--- src/rtl/i2c_target_pkg.sv ---
// rtl/i2c_target_pkg.sv - shared state enum and bus level constants for the I2C target
package i2c_pkg;

   typedef enum logic [2:0] {
      ST_IDLE,
      ST_ADDR,
      ST_ADDR_ACK,
      ST_RX,
      ST_RX_ACK,
      ST_TX,
      ST_TX_ACK,
      ST_WAIT_STOP
   } i2c_target_state_e;

   localparam logic I2C_RW_WRITE = 1'b0;
   localparam logic I2C_RW_READ  = 1'b1;
   localparam logic I2C_ACK      = 1'b0;
   localparam logic I2C_NACK     = 1'b1;

endpackage

--- src/rtl/i2c_target_if.sv ---
// rtl/i2c_target_if.sv - bus pins and host handshake of the I2C target
interface i2c_target_if;

   logic       i_sda;
   logic       i_scl;
   logic       o_sda_drive;
   logic       o_scl_drive;
   logic       o_busy;
   logic       o_start;
   logic       o_stop;
   logic       o_rx_valid;
   logic [7:0] o_rx_data;
   logic       i_rx_ack;
   logic       o_tx_req;
   logic       i_tx_valid;
   logic [7:0] i_tx_data;
   logic       o_tx_nack;

   modport slave (
      input  i_sda, i_scl, i_rx_ack, i_tx_valid, i_tx_data,
      output o_sda_drive, o_scl_drive, o_busy, o_start, o_stop,
      output o_rx_valid, o_rx_data, o_tx_req, o_tx_nack
   );

   modport master (
      output i_sda, i_scl, i_rx_ack, i_tx_valid, i_tx_data,
      input  o_sda_drive, o_scl_drive, o_busy, o_start, o_stop,
      input  o_rx_valid, o_rx_data, o_tx_req, o_tx_nack
   );

endinterface

--- src/rtl/i2c_target_bus_sync.sv ---
// rtl/i2c_target_bus_sync.sv - SDA/SCL synchronizer with SCL edge and START/STOP detection
module i2c_bus_sync #(
   parameter int SYNC_STAGES = 2
) (
   input  logic i_clk,
   input  logic i_rst,
   input  logic sda_pin,
   input  logic scl_pin,
   output logic scl,
   output logic sda,
   output logic scl_rise,
   output logic scl_fall,
   output logic start,
   output logic stop
);

   logic [SYNC_STAGES-1:0] sda_sync;
   logic [SYNC_STAGES-1:0] scl_sync;
   logic                   sda_prev;
   logic                   scl_prev;

   // Reset to the idle-high bus level so leaving reset never fakes a START.
   always_ff @(posedge i_clk) begin
      if (i_rst) begin
         sda_sync <= '1;
         scl_sync <= '1;
         sda_prev <= 1'b1;
         scl_prev <= 1'b1;
      end else begin
         sda_sync <= {sda_sync[SYNC_STAGES-2:0], sda_pin};
         scl_sync <= {scl_sync[SYNC_STAGES-2:0], scl_pin};
         sda_prev <= sda_sync[SYNC_STAGES-1];
         scl_prev <= scl_sync[SYNC_STAGES-1];
      end
   end

   assign sda      = sda_sync[SYNC_STAGES-1];
   assign scl      = scl_sync[SYNC_STAGES-1];
   assign scl_rise = scl & ~scl_prev;
   assign scl_fall = ~scl & scl_prev;
   assign start    = scl & scl_prev & sda_prev & ~sda;
   assign stop     = scl & scl_prev & ~sda_prev & sda;

endmodule

--- src/rtl/i2c_target.sv ---
// rtl/i2c_target.sv - single-address I2C target; I2C_TARGET_STRETCH_EN enables SCL stretching on tx underflow
module i2c_target
   import i2c_pkg::*;
#(
   parameter logic [6:0] ADDR        = 7'h33,
   parameter int         SYNC_STAGES = 2
) (
   input  logic         i_clk,
   input  logic         i_rst,
   i2c_target_if.slave  bus
);

   logic scl, sda, scl_rise, scl_fall, bus_start, bus_stop;
   logic unused_scl;

   i2c_target_state_e state;
   logic [2:0] cnt;
   logic [7:0] shift;
   logic       rw;
   logic       phase;
   logic       rx_ack_q;
   logic       sda_drive;
   logic       busy;
   logic       start_p;
   logic       stop_p;
   logic       rx_valid;
   logic [7:0] rx_data;
   logic       tx_req;
   logic       tx_nack;
   logic       load_now;
`ifdef I2C_TARGET_STRETCH_EN
   logic       scl_drive;
   logic       stretch;
`endif

   i2c_bus_sync #(.SYNC_STAGES(SYNC_STAGES)) u_sync (
      .i_clk    (i_clk),
      .i_rst    (i_rst),
      .sda_pin  (bus.i_sda),
      .scl_pin  (bus.i_scl),
      .scl      (scl),
      .sda      (sda),
      .scl_rise (scl_rise),
      .scl_fall (scl_fall),
      .start    (bus_start),
      .stop     (bus_stop)
   );

   assign unused_scl = scl;

   // The fall that ends an ACK'd slot of a read is where the next byte is fetched.
   assign load_now = scl_fall && phase &&
                     ((state == ST_ADDR_ACK && rw == I2C_RW_READ) || state == ST_TX_ACK);

   always_ff @(posedge i_clk) begin
      if (i_rst) begin
         state     <= ST_IDLE;
         cnt       <= 3'd0;
         shift     <= 8'h00;
         rw        <= I2C_RW_WRITE;
         phase     <= 1'b0;
         rx_ack_q  <= 1'b0;
         sda_drive <= 1'b1;
         busy      <= 1'b0;
         start_p   <= 1'b0;
         stop_p    <= 1'b0;
         rx_valid  <= 1'b0;
         rx_data   <= 8'h00;
         tx_req    <= 1'b0;
         tx_nack   <= 1'b0;
`ifdef I2C_TARGET_STRETCH_EN
         scl_drive <= 1'b1;
         stretch   <= 1'b0;
`endif
      end else begin
         start_p  <= 1'b0;
         stop_p   <= 1'b0;
         rx_valid <= 1'b0;
         tx_req   <= 1'b0;
         tx_nack  <= 1'b0;
         if (bus_stop) begin
            state     <= ST_IDLE;
            sda_drive <= 1'b1;
            busy      <= 1'b0;
            phase     <= 1'b0;
            stop_p    <= 1'b1;
`ifdef I2C_TARGET_STRETCH_EN
            scl_drive <= 1'b1;
            stretch   <= 1'b0;
`endif
         end else if (bus_start) begin
            state     <= ST_ADDR;
            cnt       <= 3'd0;
            sda_drive <= 1'b1;
            phase     <= 1'b0;
            start_p   <= 1'b1;
`ifdef I2C_TARGET_STRETCH_EN
            scl_drive <= 1'b1;
            stretch   <= 1'b0;
`endif
         end else begin
            case (state)
               ST_ADDR: begin
                  if (scl_rise) begin
                     shift <= {shift[6:0], sda};
                     cnt   <= cnt + 3'd1;
                     if (cnt == 3'd7) begin
                        if (shift[6:0] == ADDR) begin
                           state  <= ST_ADDR_ACK;
                           busy   <= 1'b1;
                           rw     <= sda;
                           phase  <= 1'b0;
                           tx_req <= (sda == I2C_RW_READ);
                        end else begin
                           state <= ST_WAIT_STOP;
                        end
                     end
                  end
               end
               ST_ADDR_ACK: begin
                  if (scl_fall) begin
                     if (!phase) begin
                        sda_drive <= I2C_ACK;
                        phase     <= 1'b1;
                     end else begin
                        sda_drive <= 1'b1;
                        phase     <= 1'b0;
                        cnt       <= 3'd0;
                        state     <= (rw == I2C_RW_WRITE) ? ST_RX : ST_TX;
                     end
                  end
               end
               ST_RX: begin
                  if (scl_rise) begin
                     shift <= {shift[6:0], sda};
                     cnt   <= cnt + 3'd1;
                     if (cnt == 3'd7) begin
                        rx_data  <= {shift[6:0], sda};
                        rx_valid <= 1'b1;
                        rx_ack_q <= bus.i_rx_ack;
                        phase    <= 1'b0;
                        state    <= ST_RX_ACK;
                     end
                  end
               end
               ST_RX_ACK: begin
                  if (scl_fall) begin
                     if (!phase) begin
                        if (rx_ack_q) begin
                           sda_drive <= I2C_ACK;
                           phase     <= 1'b1;
                        end else begin
                           state <= ST_WAIT_STOP;
                        end
                     end else begin
                        sda_drive <= 1'b1;
                        phase     <= 1'b0;
                        state     <= ST_RX;
                     end
                  end
               end
               ST_TX: begin
`ifdef I2C_TARGET_STRETCH_EN
                  if (stretch) begin
                     if (bus.i_tx_valid) begin
                        shift     <= bus.i_tx_data;
                        sda_drive <= bus.i_tx_data[7];
                        scl_drive <= 1'b1;
                        stretch   <= 1'b0;
                     end
                  end else
`endif
                  if (scl_rise) begin
                     cnt <= cnt + 3'd1;
                  end else if (scl_fall) begin
                     // cnt has wrapped to 0 after the 8th rise: hand SDA back for the ACK slot.
                     if (cnt == 3'd0) begin
                        sda_drive <= 1'b1;
                        phase     <= 1'b0;
                        state     <= ST_TX_ACK;
                     end else begin
                        sda_drive <= shift[6];
                        shift     <= {shift[6:0], 1'b1};
                     end
                  end
               end
               ST_TX_ACK: begin
                  if (scl_rise && !phase) begin
                     if (sda == I2C_ACK) begin
                        tx_req <= 1'b1;
                        phase  <= 1'b1;
                     end else begin
                        tx_nack <= 1'b1;
                        state   <= ST_WAIT_STOP;
                     end
                  end else if (scl_fall && phase) begin
                     phase <= 1'b0;
                     cnt   <= 3'd0;
                     state <= ST_TX;
                  end
               end
               default: ;
            endcase
            if (load_now) begin
               if (bus.i_tx_valid) begin
                  shift     <= bus.i_tx_data;
                  sda_drive <= bus.i_tx_data[7];
               end else begin
`ifdef I2C_TARGET_STRETCH_EN
                  scl_drive <= 1'b0;
                  stretch   <= 1'b1;
                  sda_drive <= 1'b1;
`else
                  shift     <= 8'hFF;
                  sda_drive <= 1'b1;
`endif
               end
            end
         end
      end
   end

   assign bus.o_sda_drive = sda_drive;
`ifdef I2C_TARGET_STRETCH_EN
   assign bus.o_scl_drive = scl_drive;
`else
   assign bus.o_scl_drive = 1'b1;
`endif
   assign bus.o_busy      = busy;
   assign bus.o_start     = start_p;
   assign bus.o_stop      = stop_p;
   assign bus.o_rx_valid  = rx_valid;
   assign bus.o_rx_data   = rx_data;
   assign bus.o_tx_req    = tx_req;
   assign bus.o_tx_nack   = tx_nack;

endmodule

--- src/flat_wrapper.sv ---
// flat-port wrapper written by rule: the top's interface ports become plain ports
module i2c_target_flat import i2c_pkg::*;
#(
   parameter logic [6:0] ADDR        = 7'h33,
   parameter int         SYNC_STAGES = 2
)
  (i_clk, i_rst, bus_i_sda, bus_i_scl, bus_i_rx_ack, bus_i_tx_valid, bus_i_tx_data, bus_o_sda_drive, bus_o_scl_drive, bus_o_busy, bus_o_start, bus_o_stop, bus_o_rx_valid, bus_o_rx_data, bus_o_tx_req, bus_o_tx_nack);
  i2c_target_if bus_i ();
  input  logic i_clk;
  input  logic i_rst;
  input wire logic [$bits(bus_i.i_sda)-1:0] bus_i_sda;
  input wire logic [$bits(bus_i.i_scl)-1:0] bus_i_scl;
  input wire logic [$bits(bus_i.i_rx_ack)-1:0] bus_i_rx_ack;
  input wire logic [$bits(bus_i.i_tx_valid)-1:0] bus_i_tx_valid;
  input wire logic [$bits(bus_i.i_tx_data)-1:0] bus_i_tx_data;
  output wire logic [$bits(bus_i.o_sda_drive)-1:0] bus_o_sda_drive;
  output wire logic [$bits(bus_i.o_scl_drive)-1:0] bus_o_scl_drive;
  output wire logic [$bits(bus_i.o_busy)-1:0] bus_o_busy;
  output wire logic [$bits(bus_i.o_start)-1:0] bus_o_start;
  output wire logic [$bits(bus_i.o_stop)-1:0] bus_o_stop;
  output wire logic [$bits(bus_i.o_rx_valid)-1:0] bus_o_rx_valid;
  output wire logic [$bits(bus_i.o_rx_data)-1:0] bus_o_rx_data;
  output wire logic [$bits(bus_i.o_tx_req)-1:0] bus_o_tx_req;
  output wire logic [$bits(bus_i.o_tx_nack)-1:0] bus_o_tx_nack;
  assign bus_i.i_sda = bus_i_sda;
  assign bus_i.i_scl = bus_i_scl;
  assign bus_i.i_rx_ack = bus_i_rx_ack;
  assign bus_i.i_tx_valid = bus_i_tx_valid;
  assign bus_i.i_tx_data = bus_i_tx_data;
  assign bus_o_sda_drive = bus_i.o_sda_drive;
  assign bus_o_scl_drive = bus_i.o_scl_drive;
  assign bus_o_busy = bus_i.o_busy;
  assign bus_o_start = bus_i.o_start;
  assign bus_o_stop = bus_i.o_stop;
  assign bus_o_rx_valid = bus_i.o_rx_valid;
  assign bus_o_rx_data = bus_i.o_rx_data;
  assign bus_o_tx_req = bus_i.o_tx_req;
  assign bus_o_tx_nack = bus_i.o_tx_nack;
  i2c_target #(.ADDR(ADDR), .SYNC_STAGES(SYNC_STAGES)) u_core (.i_clk(i_clk), .i_rst(i_rst), .bus(bus_i));
endmodule
--- config.mk ---
export PLATFORM = sky130hd
export DESIGN_NAME = i2c_target_flat
export DESIGN_NICKNAME = d
export VERILOG_FILES = /design/src/rtl/i2c_target_pkg.sv /design/src/rtl/i2c_target_if.sv /design/src/rtl/i2c_target_bus_sync.sv /design/src/rtl/i2c_target.sv /design/src/flat_wrapper.sv
export SDC_FILE = /design/constraint.sdc
export NUM_CORES = 1
export LEC_CHECK = 0
export BUFFER_PORTS_ARGS = -buffer_cell sky130_fd_sc_hd__buf_2
export CORE_AREA = 10 10 93 75
export DETAILED_ROUTE_END_ITERATION = 8
export DIE_AREA = 0 0 103 85
export GPL_TIMING_DRIVEN = 0
export SLEW_MARGIN = 20
export SYNTH_ARGS = -nofsm -noshare
export SYNTH_HDL_FRONTEND = slang
export SYNTH_SLANG_ARGS = --single-unit
--- constraint.sdc ---
create_clock -name i_clk -period 4.7 [get_ports i_clk]
set_input_delay 1.41 -clock i_clk [delete_from_list [all_inputs] [get_ports i_clk]]
set_output_delay 1.41 -clock i_clk [all_outputs]
set_load 0.02 [all_outputs]
==> impl_metrics.toml <==
[worst_setup_path]
crit_type = "flip-flop to primary output"
worst-endpoint-arrival_ps = 810
path_cells = "buf_2"
slowest_delay_ps = 350
cp_top_family = "flip-flops"
crit_fanout = 2
slowest_stage = "dfxtp_1"
end_kind = "primary output"
timing.critical_path.required_ps = 3290
worst-path-buf-inv = 1
startpoint_type = "flip-flop"

[cts]
cts-root-buf = "clkbuf_8"
path_clk_slew_ps = 70
post_cts_buffers = 0
cts_buffers = 5
worstSkewPairLatency_ps = 290
cts_buffer_depth = 2
tritoncts = "built"
cts_resized = 0
htree_levels = 2
cts.sinks = 37
holdBufCountCts = 0

[finish]
post_layout_nonfiller_instances = 314
syn_to_final_growth_pct = 16.2
fin_nets = 268
fillCellCount = 517
drive_gt1_share_pct = 28.2
postLayoutCellArea_sq_um = 2330
antennaDiodeCount = 0

[sta]
timing.hold.ws_ps = 418
fin_crit_ps = 2220
clock_skew_ps = 5.55
hold_violations = 0
tns_ps = 0
layout_setup_ws_ps = 2480
worst_pin_slew_ps = 513
rsz0062_at_grt = "false"
maxSlewViolCount = 0
setup_viol = 0
slew-limit-headroom_pct = 65.5
timing.fmax_mhz = 451
min_period_over_period_pct = 47.2

[route]
drt-total-wl_mm = 4.78
vias_per_cell = 5.41
ant_nets = 0
avgRoutedWirePerCell_um = 15.2
num_vias = 1698
firstDrtPassIters = 4
drc = 0
drt_iter0_drc = 114

[grt]
antenna_found_initial = 0
first_global_vias = 1561
grt.total_usage_pct = 11.2
grt_max_degree = 13
grt_overflow = 0
grt_pass1_wl_mm = 7.81

[floorplan]
fp.dieW_um = 103
die_h_um = 85
dieArea_sq_um = 8760
pin_count = 30
core_sq_um = 5180
placementRows = 23
initial_utilization_pct = 38.7

[placement]
dp_hpwl_mm = 3.62
place_inst = 306
finalWeightedCongestion = 0.858
post_dp_cell_area_sq_um = 2220
place_ws_ps = 2170
io_buffers = 27

[logic_synthesis]
synth.cell_area_sq_um = 2000
yosysWarnings = 0
synthArstFlopShare_pct = 0
synth_cells = 217
syn_avg_cell_area_sq_um = 9.24
synth_ff_type = "dfxtp_1"
synth_seq_area_share_pct = 37.0
synth_edf_count = 0
synthesis.nets = 234
synthDistinctLibCells = 59
ys_ff_latch = 37

[outcome]
status = "completed"

[pwr]
power_per_cell_area_nw_per_um2 = 409
p_leak_uw = 0.000971
ir_drop_v = 0.000148

[flow_run]
drv_cap = 0

[min_path]
hold_path_class = "flip-flop to flip-flop"
[logic make-up (layout without fill, tap and decap cells)]
family          Yosys count  count (layout)  synth area share, %
fa+ha+maj                 3               3                 1.87
simple gates             82              82                 25.7
flops                    37              37                 37.0
buf+inv                  21              56                 5.68
mux                      14              14                 7.18
other cells               1               1                0.187
compound gates           59              59                 22.4
[Yosys cell counts, types with 2 or more instances]
master,n,share of area [%]
dfxtp_1,37,37
nor2_1,21,3.9
a21oi_1,14,3.5
mux2i_1,11,5.5
o21ai_0,11,2.7
nand2_1,10,1.9
nand3b_1,8,3.0
o2111ai_1,8,3.5
buf_2,7,1.7
or2_2,7,2.2
nand2b_1,6,1.9
clkbuf_1,5,0.94
nor2b_1,4,1.2
a22oi_1,3,1.1
and3_1,3,0.94
buf_4,3,1.1
ha_1,3,1.9
inv_1,3,0.56
nand3_1,3,0.75
nor3_1,3,0.75
a21o_1,2,0.75
buf_6,2,1.1
mux2_2,2,1.1
nand4b_1,2,0.87
nor3b_1,2,0.75
nor4_4,2,2.1
o2111a_1,2,1.1
o211ai_1,2,0.75
[routing by layer]
layer  part of all wire (%)  GRT usage [%]  vias to the layer above
li1                       -              -                      856
met1                     51           16.3                      780
met2                     41           14.9                       54
met3                    6.4           3.00                        8
met4                    1.4           4.79                        0
met5                      0              0                        -
[per-stage QoR]
stage	total power, uW	utilization, %
6_report	952	45.0
2_1_floorplan	613	-
3_5_place_dp	679	42.8
3_3_place_gp	684	42.8
5_1_grt	1010	45.0
4_1_cts	954	45.0
[cell type report]
cell class                      instances  area [sq um]  share of cell area (%)
Clock inverter                          2          38.8                    1.67
Sequential cell                        37           741                    31.8
Tap cell                               62          77.6                    3.33
Clock buffer                            6          72.6                    3.12
Buffer                                 17          98.8                    4.25
Inverter                                4          15.0                   0.645
Timing Repair Buffer                   27           135                    5.80
Multi-Input combinational cell        159          1150                    49.4
[registers in the layout (all words and copies together), names as in the netlist, 2 cells and up]
| signal | count |
|---|---|
| u_core.u_sync.sda_sync | 2 |
| u_core.shift | 7 |
| u_core.state | 3 |
| u_core.u_sync.scl_sync | 2 |
| u_core.bus.o_rx_data | 8 |
| u_core.cnt | 3 |
[where the power goes]
group | switching [uW] | internal (uW) | leakage (uW)
registers | 16.2 | 331 | 0.000300
clock network | 113 | 159 | 0.0000554
logic | 201 | 132 | 0.000616
total | 330 | 622 | 0.000971
[worst paths after layout]
kind	from	end	slack (ps)	depth (start not counted)
worst max-delay path	u_core.bus.o_sda_drive	bus_o_sda_drive	2480	1
worst min-delay path	u_core.u_sync.scl_sync[0]	u_core.u_sync.scl_sync[1]	420	1
worst max register to register	u_core.cnt[0]	u_core.phase	2860	7
worst min register to register	u_core.u_sync.scl_sync[0]	u_core.u_sync.scl_sync[1]	420	1
[cell usage in the layout (no fill, tap or decap), drive strengths merged, types with 3 or more instances in the layout]
| cell | n |
|---|---|
| buf | 39 |
| dfxtp | 37 |
| nor2 | 22 |
| a21oi | 16 |
| mux2i | 11 |
| o21ai | 11 |
| clkbuf | 11 |
| nand2 | 10 |
| nand3b | 9 |
| o2111ai | 8 |
| or2 | 8 |
| nand2b | 6 |
| nor2b | 5 |
| inv | 4 |
| and3 | 3 |
| nand3 | 3 |
| nor3 | 3 |
| a22oi | 3 |
| ha | 3 |
| nand4b | 3 |
| nor4 | 3 |
| a21o | 3 |
| mux2 | 3 |
Power figures use the tool's default switching activity.
